===== src/rtl/shift_pkg.sv =====
// Shared op-code, register-mode and state definitions for the shift sequencer.
// Pure declarations: no timing or flow control of its own.
package shift_pkg;

    localparam logic [1:0] OP_LOAD = 2'b00;
    localparam logic [1:0] OP_SHL  = 2'b01;
    localparam logic [1:0] OP_SHR  = 2'b10;
    localparam logic [1:0] OP_ROTL = 2'b11;

    localparam logic [1:0] SEL_HOLD  = 2'b00;
    localparam logic [1:0] SEL_LEFT  = 2'b01;
    localparam logic [1:0] SEL_RIGHT = 2'b10;
    localparam logic [1:0] SEL_LOAD  = 2'b11;

    typedef enum logic [1:0] {
        ST_IDLE  = 2'b00,
        ST_LOAD  = 2'b01,
        ST_SHIFT = 2'b10,
        ST_DONE  = 2'b11
    } state_t;

endpackage


===== src/rtl/shift_seq_ctrl_if.sv =====
// Command channel into the shift sequencer: one operation per valid/ready handshake.
// The producer must hold cmd_valid while cmd_ready is low.
interface shift_seq_ctrl_if #(
    parameter int WIDTH = 5,
    parameter int CNT_W = 3
);
    logic             cmd_valid;
    logic             cmd_ready;
    logic [1:0]       cmd_op;
    logic [CNT_W-1:0] cmd_count;
    logic [WIDTH-1:0] cmd_data;
    logic             cmd_fill;

    modport master (
        output cmd_valid, cmd_op, cmd_count, cmd_data, cmd_fill,
        input  cmd_ready
    );

    modport slave (
        input  cmd_valid, cmd_op, cmd_count, cmd_data, cmd_fill,
        output cmd_ready
    );
endinterface


===== src/rtl/shift_cnt.sv =====
// Loadable down-counter; last flags a count of one so the caller can stop on time.
// Load has priority over decrement; no backpressure, updates every enabled cycle.
module shift_cnt #(
    parameter int CNT_W = 3
) (
    input  logic             clk,
    input  logic             rst,
    input  logic             load,
    input  logic             dec,
    input  logic [CNT_W-1:0] load_val,
    output logic             last
);
    logic [CNT_W-1:0] count_q;

    always_ff @(posedge clk) begin
        if (rst) begin
            count_q <= '0;
        end else if (load) begin
            count_q <= load_val;
        end else if (dec) begin
            count_q <= count_q - 1'b1;
        end
    end

    assign last = (count_q == CNT_W'(1));
endmodule


===== src/rtl/shift_seq_ctrl.sv =====
// Sequences load/shift/rotate commands onto a universal shift register; done pulses N+2 cycles after accept (3 for LOAD).
// Accepts only in IDLE (cmd_ready), so a new command can land in the done cycle.
module shift_seq_ctrl
    import shift_pkg::*;
#(
    parameter int WIDTH = 5,
    parameter int CNT_W = 3
) (
    input  logic             clk,
    input  logic             rst,
    shift_seq_ctrl_if.slave  cmd,
    input  logic [WIDTH-1:0] reg_po,
    output logic [1:0]       reg_sel,
    output logic [WIDTH-1:0] reg_pi,
    output logic             reg_si,
    output logic             busy,
    output logic             done,
    output logic [WIDTH-1:0] result
);
    state_t           state_q, state_d;
    logic [1:0]       op_q;
    logic [WIDTH-1:0] data_q;
    logic             fill_q;
    logic             accept;
    logic             cnt_dec;
    logic             cnt_last;

    assign cmd.cmd_ready = (state_q == ST_IDLE);
    assign busy          = ~cmd.cmd_ready;
    assign accept        = cmd.cmd_valid & cmd.cmd_ready;

    shift_cnt #(.CNT_W(CNT_W)) u_cnt (
        .clk      (clk),
        .rst      (rst),
        .load     (accept),
        .dec      (cnt_dec),
        .load_val (cmd.cmd_count),
        .last     (cnt_last)
    );

    always_ff @(posedge clk) begin
        if (rst) begin
            state_q <= ST_IDLE;
            op_q    <= '0;
            data_q  <= '0;
            fill_q  <= 1'b0;
        end else begin
            state_q <= state_d;
            if (accept) begin
                op_q   <= cmd.cmd_op;
                data_q <= cmd.cmd_data;
                fill_q <= cmd.cmd_fill;
            end
        end
    end

    always_comb begin
        state_d = state_q;
        reg_sel = SEL_HOLD;
        reg_pi  = '0;
        reg_si  = 1'b0;
        cnt_dec = 1'b0;
        case (state_q)
            ST_IDLE: begin
                if (accept) begin
                    if (cmd.cmd_op == OP_LOAD)
                        state_d = ST_LOAD;
                    else if (cmd.cmd_count == '0)
                        state_d = ST_DONE;
                    else
                        state_d = ST_SHIFT;
                end
            end
            ST_LOAD: begin
                reg_sel = SEL_LOAD;
                reg_pi  = data_q;
                state_d = ST_DONE;
            end
            ST_SHIFT: begin
                cnt_dec = 1'b1;
                case (op_q)
                    OP_SHL: begin
                        reg_sel = SEL_LEFT;
                        reg_si  = fill_q;
                    end
                    OP_SHR: begin
                        reg_sel = SEL_RIGHT;
                        reg_si  = fill_q;
                    end
                    OP_ROTL: begin
                        // Rotation feeds the live MSB back in, so it tracks each shift step.
                        reg_sel = SEL_LEFT;
                        reg_si  = reg_po[WIDTH-1];
                    end
                    default: begin
                        reg_sel = SEL_HOLD;
                    end
                endcase
                if (cnt_last)
                    state_d = ST_DONE;
            end
            ST_DONE: begin
                state_d = ST_IDLE;
            end
            default: begin
                state_d = ST_IDLE;
            end
        endcase
    end

    always_ff @(posedge clk) begin
        if (rst) begin
            done   <= 1'b0;
            result <= '0;
        end else begin
            done <= (state_q == ST_DONE);
            if (state_q == ST_DONE)
                result <= reg_po;
        end
    end
endmodule


===== src/flat_wrapper.sv =====
// flat-port wrapper written by rule: the top's interface ports become plain ports
module shift_seq_ctrl_flat import shift_pkg::*;
#(
    parameter int WIDTH = 5,
    parameter int CNT_W = 3
)
  (clk, rst, reg_po, reg_sel, reg_pi, reg_si, busy, done, result, cmd_cmd_valid, cmd_cmd_op, cmd_cmd_count, cmd_cmd_data, cmd_cmd_fill, cmd_cmd_ready);
  shift_seq_ctrl_if #(.WIDTH(WIDTH), .CNT_W(CNT_W)) cmd_i ();
  input  logic clk;
  input  logic rst;
  input  logic [WIDTH-1:0] reg_po;
  output logic [1:0] reg_sel;
  output logic [WIDTH-1:0] reg_pi;
  output logic reg_si;
  output logic busy;
  output logic done;
  output logic [WIDTH-1:0] result;
  input wire logic [$bits(cmd_i.cmd_valid)-1:0] cmd_cmd_valid;
  input wire logic [$bits(cmd_i.cmd_op)-1:0] cmd_cmd_op;
  input wire logic [$bits(cmd_i.cmd_count)-1:0] cmd_cmd_count;
  input wire logic [$bits(cmd_i.cmd_data)-1:0] cmd_cmd_data;
  input wire logic [$bits(cmd_i.cmd_fill)-1:0] cmd_cmd_fill;
  output wire logic [$bits(cmd_i.cmd_ready)-1:0] cmd_cmd_ready;
  assign cmd_i.cmd_valid = cmd_cmd_valid;
  assign cmd_i.cmd_op = cmd_cmd_op;
  assign cmd_i.cmd_count = cmd_cmd_count;
  assign cmd_i.cmd_data = cmd_cmd_data;
  assign cmd_i.cmd_fill = cmd_cmd_fill;
  assign cmd_cmd_ready = cmd_i.cmd_ready;
  shift_seq_ctrl #(.WIDTH(WIDTH), .CNT_W(CNT_W)) u_core (.clk(clk), .rst(rst), .cmd(cmd_i), .reg_po(reg_po), .reg_sel(reg_sel), .reg_pi(reg_pi), .reg_si(reg_si), .busy(busy), .done(done), .result(result));
endmodule

===== config.mk =====
export PLATFORM = sky130hd
export DESIGN_NAME = shift_seq_ctrl_flat
export DESIGN_NICKNAME = d
export VERILOG_FILES = /design/src/rtl/shift_pkg.sv /design/src/rtl/shift_seq_ctrl_if.sv /design/src/rtl/shift_cnt.sv /design/src/rtl/shift_seq_ctrl.sv /design/src/flat_wrapper.sv
export SDC_FILE = /design/constraint.sdc
export NUM_CORES = 1
export LEC_CHECK = 0
export CORE_MARGIN = 3
export CORE_UTILIZATION = 25
export CTS_BUF_LIST = sky130_fd_sc_hd__clkbuf_8 sky130_fd_sc_hd__clkbuf_16
export DETAILED_ROUTE_END_ITERATION = 8
export PLACE_DENSITY = 0.62
export SYNTH_ARGS = -nofsm -noshare
export SYNTH_HDL_FRONTEND = slang
export SYNTH_SLANG_ARGS = --single-unit

===== constraint.sdc =====
create_clock -name clk -period 1.31 [get_ports clk]
set_input_delay 0.262 -clock clk [delete_from_list [all_inputs] [get_ports clk]]
set_output_delay 0.262 -clock clk [all_outputs]
set_load 0.02 [all_outputs]

==> results.json <==
{
  "finalPower_mw": 3.34,
  "clk_path_buf_depth": 2,
  "startpoint": "u_core.op_q[0]",
  "powerDensity_mw_per_mm2": 1920,
  "synth_edf_count": 0,
  "n_antenna_cell": 0,
  "synthArstFlopShare_pct": 0,
  "clockRootBuffer": "clkbuf_8",
  "rsz0062_at_grt": "yes",
  "grt_max_degree": 14,
  "drv_cap": 0,
  "max_stage_delay_ns": 0.34,
  "cts_tree": "done",
  "finalSetupViolCount": 8,
  "clkLatencyLatePin_ns": 0.26,
  "critPathLaunchType": "flop",
  "ant_nets": 0,
  "skew_ns": 0.00681,
  "setup_slack_ns": -0.297,
  "initial_core_util_pct": 26.7,
  "place_inst": 203,
  "min_period_ns": 1.61,
  "peakVddDrop_v": 0.000925,
  "ys_warn_count": 0,
  "slew_headroom_pct": 78.9,
  "fin_nets": 191,
  "setup_tns_ns": -1.36,
  "gp_congestion": 0.730,
  "rr_worst_depth": 7,
  "fin_cells": 209,
  "critical_path_class": "reg2out",
  "io_buffers": 34,
  "slew_violations": 0,
  "grt_pass1_wl_mm": 4.66,
  "yosys.area.top_type_share_pct": 38.1,
  "outcome": "complete, but fails checks",
  "synth.area.top_cells": "dfxtp_1, ha_1, nand2_1",
  "p_leak_nw": 0.703,
  "failed_checks": "setup timing",
  "drt_wl_total_mm": 2.80,
  "ys_types": 26,
  "fmax_mhz": 622,
  "cpMostUsedCell": "buf_6",
  "cts.clk_slew.worst_paths_ns": 0.07,
  "crit_end": "reg_sel[0]",
  "track_usage_pct": 11.9,
  "fp-row-count": 22,
  "drive_gt1_share_pct": 42.2,
  "antenna_found_initial": 0,
  "critical_path_arrival_ns": 1.35,
  "die_w_um": 69.2,
  "syn-num-nets": 143,
  "syn_area_per_cell_sq_um": 8.76,
  "die_area_sq_mm": 0.00479,
  "synth_top_area_cell": "dfxtp_1",
  "place_hpwl_mm": 1.99,
  "vias": 937,
  "grt_pass1_vias": 1015,
  "via_per_inst": 4.48,
  "ys_ff_latch": 19,
  "syn_area_sq_um": 998,
  "path_buf_inv": 2,
  "hold_violations": 0,
  "dr.pass1.iters": 4,
  "ios": 35,
  "grt-ovfl-total": 0,
  "reg2reg_to": "u_core.state_q[1]",
  "critPathRequiredTime_ns": 1.05,
  "postCtsHoldBufs": 0,
  "ys_seq_area_share_pct": 38.1,
  "hold_ws_ns": 0.464,
  "worst_pin_slew_ns": 0.316,
  "hold_class": "reg2reg",
  "cts_made_buffers": 3,
  "postLayoutCoreUtil_pct": 46.6,
  "synth_ff_type": "dfxtp_1",
  "critPathTopFamily": "flip-flops",
  "syn_to_final_growth_pct": 74.7,
  "netlist_instances": 114,
  "crit_path_max_fanout": 3,
  "cp-end-kind": "output pin",
  "first_iter_violations": 24,
  "clock-sinks": 19,
  "htreeDepth": 1,
  "rrSetupSlack_ns": 0.01,
  "worst_path_max_delay_cell": "dfxtp_2",
  "post-route-period-util_pct": 123,
  "wl_per_cell_um": 13.4,
  "die_h_um": 69.2,
  "crit_cells": 6,
  "crit_chain": "buf_6 -> ha_4 -> nor2_4 -> nor2_1 -> o21a_2 -> buf_6",
  "core_area_sq_mm": 0.00374,
  "drc": 0,
  "reg2reg_from": "u_core.state_q[0]"
}
layout make-up:
cell class,count,area [sq um]
Clock buffer,3,41.3
Multi-Input combinational cell,82,709
Timing Repair Buffer,49,504
Tap cell,48,60.1
Sequential cell,19,390
Fill cell,363,2000
Clock inverter,1,5.00
Inverter,7,33.8
routing by layer:
layer / part of all wire [%] / track usage, %
met3: 5.4 / 2.75
met2: 50 / 21.5
met4: 1.1 / 3.25
met5: 0 / 0
met1: 43 / 14.0
stage by stage:
stage | setup WS (ns) | cell area (sq um)
floorplan | -0.0143 | 1010
global placement | -0.469 | 1480
detailed placement | -0.495 | 1480
CTS | -0.289 | 1620
global route | -0.348 | 1740
finish | -0.297 | 1740
layout by cell type, fill, tap and decap left out, types with 5 or more instances in the layout:
master           synthesis  routed
and2_4                   0       6
ha_4                     0       7
buf_4                    2       5
clkdlybuf4s50_1          0      18
mux2i_1                  6       6
a21oi_1                  8       5
a21oi_2                  3       6
buf_6                    1      19
nand2_1                 20      19
dlygate4sd2_1            0       6
nor2_1                  14      12
dfxtp_1                 19      15
cells by family (layout without fill, tap and decap cells):
logic type	after synthesis	count (layout)	share of synthesized area, %
buffers and inverters	13	60	6.77
AND/OR/NAND/NOR	45	45	20.3
multiplexers	6	6	6.02
adder cells (fa/ha/maj)	10	10	12.5
flip-flops	19	19	38.1
AO/OA/AOI/OAI	19	19	14.5
XOR/XNOR	2	2	1.75
worst reg2reg max path, delay by kind of cell, from the launching register on:
| family | cells | cell delay [ns] |
|---|---|---|
| flops | 1 | 0.38 |
| buf+inv | 3 | 0.21 |
| mux | 1 | 0.20 |
| fa+ha+maj | 1 | 0.17 |
| compound gates | 1 | 0.17 |
| simple gates | 1 | 0.05 |
power breakdown:
| group | total, mW | leakage (nW) | internal, mW | switching, mW |
|---|---|---|---|---|
| clock network | 0.414 | 0.0255 | 0.212 | 0.202 |
| logic | 2.09 | 0.519 | 1.12 | 0.966 |
| registers | 0.841 | 0.158 | 0.727 | 0.115 |
synthesized netlist by cell type (2+ instances only):
cell type	n
a211oi_2	2
a21oi_1	8
a21oi_2	3
and2_1	6
buf_2	3
buf_4	2
dfxtp_1	19
ha_1	10
inv_1	6
mux2i_1	6
nand2_1	20
nor2_1	14
nor2b_1	2
repair_timing:
item	CTS	global route
resized for setup	86	29
pin swaps	12	12
buffers inserted	1	1
setup endpoints to repair	29	20
sequential cells by signal, summed over array words and instances (netlist names):
name / cells
u_core.data_q: 5
u_core.done: 1
u_core.fill_q: 1
u_core.op_q: 2
u_core.result: 5
u_core.state_q: 2
u_core.u_cnt.count_q: 3
how the worst min path moves through the flow:
| stage | startpoint | to | slack (ns) | cells after the start |
|---|---|---|---|---|
| after floorplan | cmd_cmd_data[0] | u_core.data_q[0] | 0.40 | 2 |
| after global placement | u_core.data_q[0] | u_core.data_q[0] | 0.44 | 2 |
| after detailed placement | u_core.data_q[0] | u_core.data_q[0] | 0.44 | 2 |
| after CTS | u_core.data_q[0] | u_core.data_q[0] | 0.46 | 2 |
| after global routing | u_core.data_q[4] | u_core.data_q[4] | 0.50 | 2 |
| final | u_core.data_q[3] | u_core.data_q[3] | 0.46 | 2 |
Power figures use the tool's default switching activity.
